File: src/rtl/detector_pkg.sv
// -----------------------------------------------------------------------------
// detector_pkg
// Shared constants, the arbiter state type and the time-tag word builder used by
// the detector stream arbiter and the link-side blocks.
//
// Tag word layout (MSB first):
//   [127:123] frame mark 5'b11111 (same framing as an event word)
//   [122]     single-event flag, always 0 for a tag
//   [121:116] block id 6'h3F (reserved id meaning "time tag")
//   [115:48]  zero padding
//   [47:0]    time-tag period
// -----------------------------------------------------------------------------
package detector_pkg;

  localparam int DATA_BITS    = 128;
  localparam int PERIOD_BITS  = 48;
  localparam int FRAME_BITS   = 5;
  localparam int BLOCK_ID_BITS = 6;

  localparam logic [FRAME_BITS-1:0]    FRAME_MARK   = 5'b11111;
  localparam logic [BLOCK_ID_BITS-1:0] TAG_BLOCK_ID = 6'h3F;

  localparam int TAG_PAD_BITS = DATA_BITS - FRAME_BITS - 1 - BLOCK_ID_BITS - PERIOD_BITS;

  typedef enum logic [1:0] {
    IDLE,
    TAG,
    DATA
  } state_t;

  function automatic logic [DATA_BITS-1:0] make_tag_word(input logic [PERIOD_BITS-1:0] period);
    return {FRAME_MARK, 1'b0, TAG_BLOCK_ID, {TAG_PAD_BITS{1'b0}}, period};
  endfunction

endpackage

File: src/rtl/detector_stream_arbiter_rr_pick.sv
// -----------------------------------------------------------------------------
// rr_pick
// Combinational circular priority select. Searches req starting at ptr+1 and
// wrapping around; ptr itself has the lowest priority.
//
// Ports:
//   req  in  N         request vector
//   ptr  in  IDX_BITS  index of the most recently served requester
//   any  out 1         at least one request is set
//   idx  out IDX_BITS  selected requester (0 when any is low)
// -----------------------------------------------------------------------------
module rr_pick #(
  parameter int N        = 4,
  parameter int IDX_BITS = (N > 1) ? $clog2(N) : 1
) (
  input  logic [N-1:0]        req,
  input  logic [IDX_BITS-1:0] ptr,
  output logic                any,
  output logic [IDX_BITS-1:0] idx
);

  always_comb begin
    // NOTE: every output of a combinational block gets a default before any
    // conditional assignment, otherwise synthesis infers a latch.
    any = |req;
    idx = '0;
    // Walk from the farthest distance to the nearest so the closest requester
    // after ptr is the one left in idx.
    for (int k = N; k >= 1; k--) begin
      if (req[(int'(ptr) + k) % N]) begin
        idx = IDX_BITS'((int'(ptr) + k) % N);
      end
    end
  end

endmodule

File: src/rtl/detector_stream_arbiter.sv
// -----------------------------------------------------------------------------
// detector_stream_arbiter
// Round-robin merge of NBLK detector event streams into one output stream.
// A time-tag word is inserted ahead of any event whose period differs from the
// last period sent, or when a tag has been requested (reset, force_tag).
//
// Ports:
//   clk, rst_n   clock, asynchronous active-low reset
//   src_valid    per-source event valid
//   src_ready    per-source one-cycle accept pulse (registered)
//   src_data     event words, source i at [i*DATA_BITS +: DATA_BITS]
//   src_period   period latched with each event, source i at [i*PERIOD_BITS +: PERIOD_BITS]
//   force_tag    pulse: precede the next forwarded event with a tag
//   out_valid / out_ready / out_data / out_is_tag   output stream
//   event_count / tag_count                         wrapping statistics
// -----------------------------------------------------------------------------
module detector_stream_arbiter #(
  parameter int NBLK        = 4,
  parameter int DATA_BITS   = detector_pkg::DATA_BITS,
  parameter int PERIOD_BITS = detector_pkg::PERIOD_BITS,
  parameter int CNT_BITS    = 32
) (
  input  logic                        clk,
  input  logic                        rst_n,
  input  logic [NBLK-1:0]             src_valid,
  output logic [NBLK-1:0]             src_ready,
  input  logic [NBLK*DATA_BITS-1:0]   src_data,
  input  logic [NBLK*PERIOD_BITS-1:0] src_period,
  input  logic                        force_tag,
  output logic                        out_valid,
  input  logic                        out_ready,
  output logic [DATA_BITS-1:0]        out_data,
  output logic                        out_is_tag,
  output logic [CNT_BITS-1:0]         event_count,
  output logic [CNT_BITS-1:0]         tag_count
);

  import detector_pkg::*;

  localparam int IDX_BITS = (NBLK > 1) ? $clog2(NBLK) : 1;

  state_t                 state, state_next;
  logic [IDX_BITS-1:0]    ptr;
  logic [IDX_BITS-1:0]    grant;
  logic [PERIOD_BITS-1:0] grant_period;
  logic [PERIOD_BITS-1:0] last_period;
  logic                   tag_needed;

  logic                   pick_any;
  logic [IDX_BITS-1:0]    pick_idx;
  logic [PERIOD_BITS-1:0] pick_period;
  logic [IDX_BITS-1:0]    data_idx;
  logic [DATA_BITS-1:0]   data_word;
  logic                   out_ack;
  logic                   load_tag;
  logic                   load_data;

  rr_pick #(
    .N        (NBLK),
    .IDX_BITS (IDX_BITS)
  ) u_pick (
    .req (src_valid),
    .ptr (ptr),
    .any (pick_any),
    .idx (pick_idx)
  );

  assign pick_period = src_period[int'(pick_idx)*PERIOD_BITS +: PERIOD_BITS];
  assign data_word   = src_data[int'(data_idx)*DATA_BITS +: DATA_BITS];
  assign out_ack     = out_valid & out_ready;

  // Next state and load strobes. In TAG the event source is the one latched
  // when the tag was chosen, not whatever the picker currently sees.
  always_comb begin
    state_next = state;
    load_tag   = 1'b0;
    load_data  = 1'b0;
    data_idx   = pick_idx;
    unique case (state)
      IDLE: begin
        if (pick_any) begin
          if (tag_needed || (pick_period != last_period)) begin
            load_tag   = 1'b1;
            state_next = TAG;
          end else begin
            load_data  = 1'b1;
            state_next = DATA;
          end
        end
      end
      TAG: begin
        data_idx = grant;
        if (out_ack) begin
          load_data  = 1'b1;
          state_next = DATA;
        end
      end
      DATA: begin
        if (out_ack) state_next = IDLE;
      end
      default: state_next = IDLE;
    endcase
  end

  always_ff @(posedge clk or negedge rst_n) begin
    // NOTE: state is updated with non-blocking assignments so every register
    // in the design samples pre-edge values, independent of block ordering.
    if (!rst_n) state <= IDLE;
    else        state <= state_next;
  end

  always_ff @(posedge clk or negedge rst_n) begin
    // NOTE: out_data is datapath but is reset anyway, so an abandoned word is
    // never visible downstream and reset values are fully defined.
    if (!rst_n) begin
      out_valid    <= 1'b0;
      out_is_tag   <= 1'b0;
      out_data     <= '0;
      src_ready    <= '0;
      event_count  <= '0;
      tag_count    <= '0;
      ptr          <= IDX_BITS'(NBLK - 1);
      grant        <= '0;
      grant_period <= '0;
      last_period  <= '0;
      tag_needed   <= 1'b1;
    end else begin
      src_ready <= load_data ? (NBLK'(1) << data_idx) : '0;

      if (load_tag) begin
        out_data     <= make_tag_word(pick_period);
        out_is_tag   <= 1'b1;
        out_valid    <= 1'b1;
        grant        <= pick_idx;
        grant_period <= pick_period;
      end

      if (load_data) begin
        out_data   <= data_word;
        out_is_tag <= 1'b0;
        out_valid  <= 1'b1;
        ptr        <= data_idx;
      end

      if (state == TAG && out_ack) begin
        last_period <= grant_period;
        tag_count   <= tag_count + 1'b1;
      end

      if (state == DATA && out_ack) begin
        out_valid   <= 1'b0;
        event_count <= event_count + 1'b1;
      end

      // force_tag has priority over a tag acknowledge in the same cycle.
      if (force_tag)                     tag_needed <= 1'b1;
      else if (state == TAG && out_ack)  tag_needed <= 1'b0;
    end
  end

endmodule
File: config.mk
export PLATFORM = sky130hd
export DESIGN_NAME = detector_stream_arbiter
export DESIGN_NICKNAME = d
export VERILOG_FILES = /design/src/rtl/detector_pkg.sv /design/src/rtl/detector_stream_arbiter_rr_pick.sv /design/src/rtl/detector_stream_arbiter.sv
export SDC_FILE = /design/constraint.sdc
export NUM_CORES = 1
export LEC_CHECK = 0
export CORE_AREA = 5 5 350 352
export DETAILED_ROUTE_END_ITERATION = 12
export DIE_AREA = 0 0 355 357
export PLACE_DENSITY = 0.48
export SKIP_LAST_GASP = 1
export SYNTH_ARGS = -nofsm -noshare
export SYNTH_HDL_FRONTEND = slang
export SYNTH_SLANG_ARGS = --single-unit
File: constraint.sdc
create_clock -name clk -period 6.2 [get_ports clk]
set_input_delay 0.93 -clock clk [delete_from_list [all_inputs] [get_ports clk]]
set_output_delay 0.93 -clock clk [all_outputs]
set_load 0.03 [all_outputs]
==> summary.txt <==
Worst setup path
  • Nature of the critical path endpoint: register
  • Reg2reg end: out_data[4]
  • Startpoint types: input port
  • Worst Path Arrival: 5.60 ns
  • Max incr delay on CP: between 0.5 and 0.6 ns
  • R2r setup slk: around 1.5 ns
  • Worst endpoint required time: 6.68 ns
  • Worst Path Max Fanout: 83
  • Worst path bufs/invs: 3
  • Family with the most delay on the worst path: simple AND/OR/NAND/NOR gates
  • Critical path, cell by cell: clkdlybuf4s50_1, nand2b_1, a31o_2, nor2_4, buf_4, mux2i_1, nor3_1, a311o_1, or4_1, nor4_2, a41oi_4, buf_12, a22o_1, a21o_1
  • Slowest cell on crit path: clkdlybuf4s50_1
  • Reg-to-reg critical path startpoint: ptr[1]
  • Reg2Reg Depth: 13
  • WS Path Type: in2reg

Detailed routing
  • Iter 0 DRT Violations: 1768
  • Pre-antenna DRT Iters: 7
  • Via count: 20224
  • DRT antenna net count: 0
  • Via density: 4.51
  • Routed wire length: 129000 um
  • Drt wl/cell: 28.8 um
  • Drc violations: 0

Pwr
  • Tot Pwr: 15.9 mW
  • Worst IR drop on VDD: 286 uV
  • Cell area power density: 517 nW/um2
  • Lkg Pwr: 12.7 nW

Floorplanning
  • Core ar.: 119000 um2
  • Initial Util: between 10% and 20%
  • Die X: 355 um
  • IO Pins: 910
  • Cell row count: 127
  • DIE AREA: between 100000 and 150000 um2
  • Die height: 357 um

Placement
  • Dpl cell area: 29400 um2
  • GPL Wtd Cong: 0.896
  • Placed cell count: 4385
  • HPWL Detailed: 105000 um
  • Post-Place Setup Slack: 0.560 ns
  • I/O Buffers: 909

Timing
  • Fin. max-slew vios: 0
  • Clock skew: between 0.015 and 0.02 ns
  • Final Setup Violations: 0
  • Fin. Hold Viols: 0
  • Min Tclk post-route: roughly 5.1 ns
  • Slew @ Worst Pin: 1.18 ns
  • Fin crit share: 82.6%
  • Peak Freq: just under 200 MHz
  • Total Neg Setup Slack: 0 ns
  • Max-slew headroom: 19.8%
  • Hold_ws: 0.335 ns
  • Slack of the critical path: 1.08 ns
  • RSZ-0062 raised after global routing: false

Synth
  • Register area share after synthesis: 41.3%
  • FFs w/ async S/R, synth: 100%
  • Post-synth EDFFs: 0
  • Netlist cell types: around 70
  • Synth Cell Area: 18300 um2
  • Syn_area_per_cell: 9.02 um2
  • Syn Nets: 2739
  • Ys flop type: dfrtp_1
  • YS warnings: 0
  • Synthesized instance count: between 2000 and 2500
  • FF+latch count, synth: 301

Clock tree
  • Postcts setup bufs: 0
  • H-tree levels: 2
  • CTS Sinks: 301
  • CTS tree: yes
  • Clk buf depth: 3
  • Clock latency on the worst-skew pair: 0.60 ns
  • Post-CTS Hold Buffers: 0
  • Clock transition at path regs: 0.06 ns
  • Post-cts resize count: 0
  • Root Buffer: clkbuf_16
  • CTS Buf Count: 43

Status
  • Status: complete, no violations

Global routing
  • Global-route usage over all layers: 19.4%
  • Vias in the first global route: 20301
  • First-pass GRT wire length: 173000 um
  • Initial antenna violation count: between 50 and 60
  • GRT overflow: 0
  • Pin count of the biggest net entering global routing: between 100 and 150

Final layout
  • Non-filler cells, final: 4486
  • Area growth from synthesis to layout: 68.6%
  • Post-route cell area: about 31000 um2
  • Net count, final: 3596
  • Finished Core Util: 25.9%
  • Proportion of layout cells with a drive suffix above 1: 7.56%

Job
  • # Max-Cap Violations: 0

Hold path
  • HP Class: in2async
## placed cells by master, fill, tap and decap left out, drive strengths merged, types with 16 or more instances in the layout
| master | Yosys | routed |
|---|---|---|
| clkdlybuf4s50 | 0 | 908 |
| inv | 39 | 41 |
| clkbuf | 117 | 59 |
| nand3 | 37 | 37 |
| and3 | 115 | 115 |
| xnor2 | 61 | 61 |
| a21o | 35 | 35 |
| buf | 44 | 65 |
| mux2i | 42 | 42 |
| o21ai | 52 | 52 |
| a311oi | 81 | 81 |
| dfrtp | 298 | 298 |
| o211ai | 16 | 16 |
| nand2 | 512 | 512 |
| a22o | 30 | 30 |
| nor3 | 26 | 26 |
| mux2 | 44 | 44 |
| diode | 0 | 27 |
| nand4 | 25 | 25 |
| mux4 | 57 | 57 |
| a21oi | 97 | 97 |
| nor2 | 107 | 107 |
| xor2 | 32 | 32 |
## synth_stat cells (all sizes together) (2+ instances only)
master | instances | area, um2
a2111o | 2 | 22.5
nand4 | 25 | 156
or4 | 3 | 22.5
a22oi | 6 | 58.8
o211ai | 16 | 120
o22ai | 4 | 25.0
nor3 | 26 | 130
a21o | 35 | 263
xor2 | 32 | 280
dfrtp | 298 | 7460
nor2 | 107 | 404
o21ai | 52 | 264
or2 | 2 | 12.5
nand3 | 37 | 185
dfstp | 3 | 78.8
xnor2 | 61 | 534
a221o | 11 | 110
and4 | 6 | 52.6
mux2i | 42 | 420
nand2b | 11 | 68.8
nor4b | 3 | 26.3
a21oi | 97 | 485
o21bai | 6 | 45.0
a21boi | 4 | 30.0
and2 | 7 | 43.8
a311oi | 81 | 709
a22o | 30 | 263
clkbuf | 117 | 439
a31oi | 12 | 81.3
o2111ai | 8 | 70.1
a211o | 15 | 131
inv | 39 | 146
ha | 2 | 25.0
a31o | 4 | 35.0
mux2 | 44 | 499
mux4 | 57 | 1280
buf | 44 | 265
and3 | 115 | 719
or3 | 3 | 18.8
a211oi | 15 | 113
nand2 | 512 | 1920
nor4 | 7 | 50.1
a221oi | 4 | 35.0
nor2b | 3 | 18.8
o21a | 3 | 22.5
## final cells by class
cell class                      count  area (um2)
Sequential cell                   301        7540
Clock inverter                     15         158
Timing Repair Buffer              973        9730
Clock buffer                       59        1230
Antenna cell                       27        67.6
Multi-Input combinational cell   1524       10000
Inverter                           39         146
Fill cell                       12832       88200
Tap cell                         1548        1940
## worst max-delay path by stage
| stage | slack (ns) | depth (start not counted) | from | endpoint |
|---|---|---|---|---|
| 2_1_floorplan | 1.90 | 14 | src_valid[0] | out_data[14] |
| 3_3_place_gp | 0.64 | 14 | src_valid[3] | out_data[20] |
| 3_5_place_dp | 0.56 | 14 | src_valid[3] | out_data[20] |
| 4_1_cts | 1.20 | 14 | src_valid[3] | out_data[20] |
| 5_1_grt | 1.03 | 14 | src_valid[3] | out_data[20] |
| 6_report | 1.08 | 14 | src_valid[3] | out_data[4] |
## routing by layer
| metal | vias up | GRT usage [%] | wire [um] |
|---|---|---|---|
| met2 | 871 | 32.2 | 61300 |
| met5 | - | 0 | 130 |
| li1 | 8998 | - | - |
| met3 | 175 | 5.86 | 10700 |
| met4 | 20 | 4.56 | 3220 |
| met1 | 10160 | 25.0 | 54000 |
## cell families (layout without fill, tap and decap cells)
logic type | after synthesis | count (layout) | synth area share (%)
AO/OA/AOI/OAI | 414 | 414 | 16.2
XOR/XNOR | 93 | 93 | 4.46
adder cells (fa/ha/maj) | 2 | 2 | 0.137
buffers and inverters | 200 | 1086 | 4.66
flip-flops | 301 | 301 | 41.3
multiplexers | 143 | 143 | 12.1
other | 0 | 27 | 0
AND/OR/NAND/NOR | 872 | 872 | 21.2
## flip-flops by register name, summed over array words and instances, names as in the netlist, 2 cells and up
name,flops
ptr,2
src_ready,4
out_data,128
grant_period,48
event_count,32
grant,2
last_period,48
state,2
tag_count,32
## where the power goes
group | internal (mW) | switching, mW
combinational | 3.79 | 6.33
clock | 1.47 | 1.04
sequential | 2.74 | 0.561
Power figures use the tool's default switching activity.
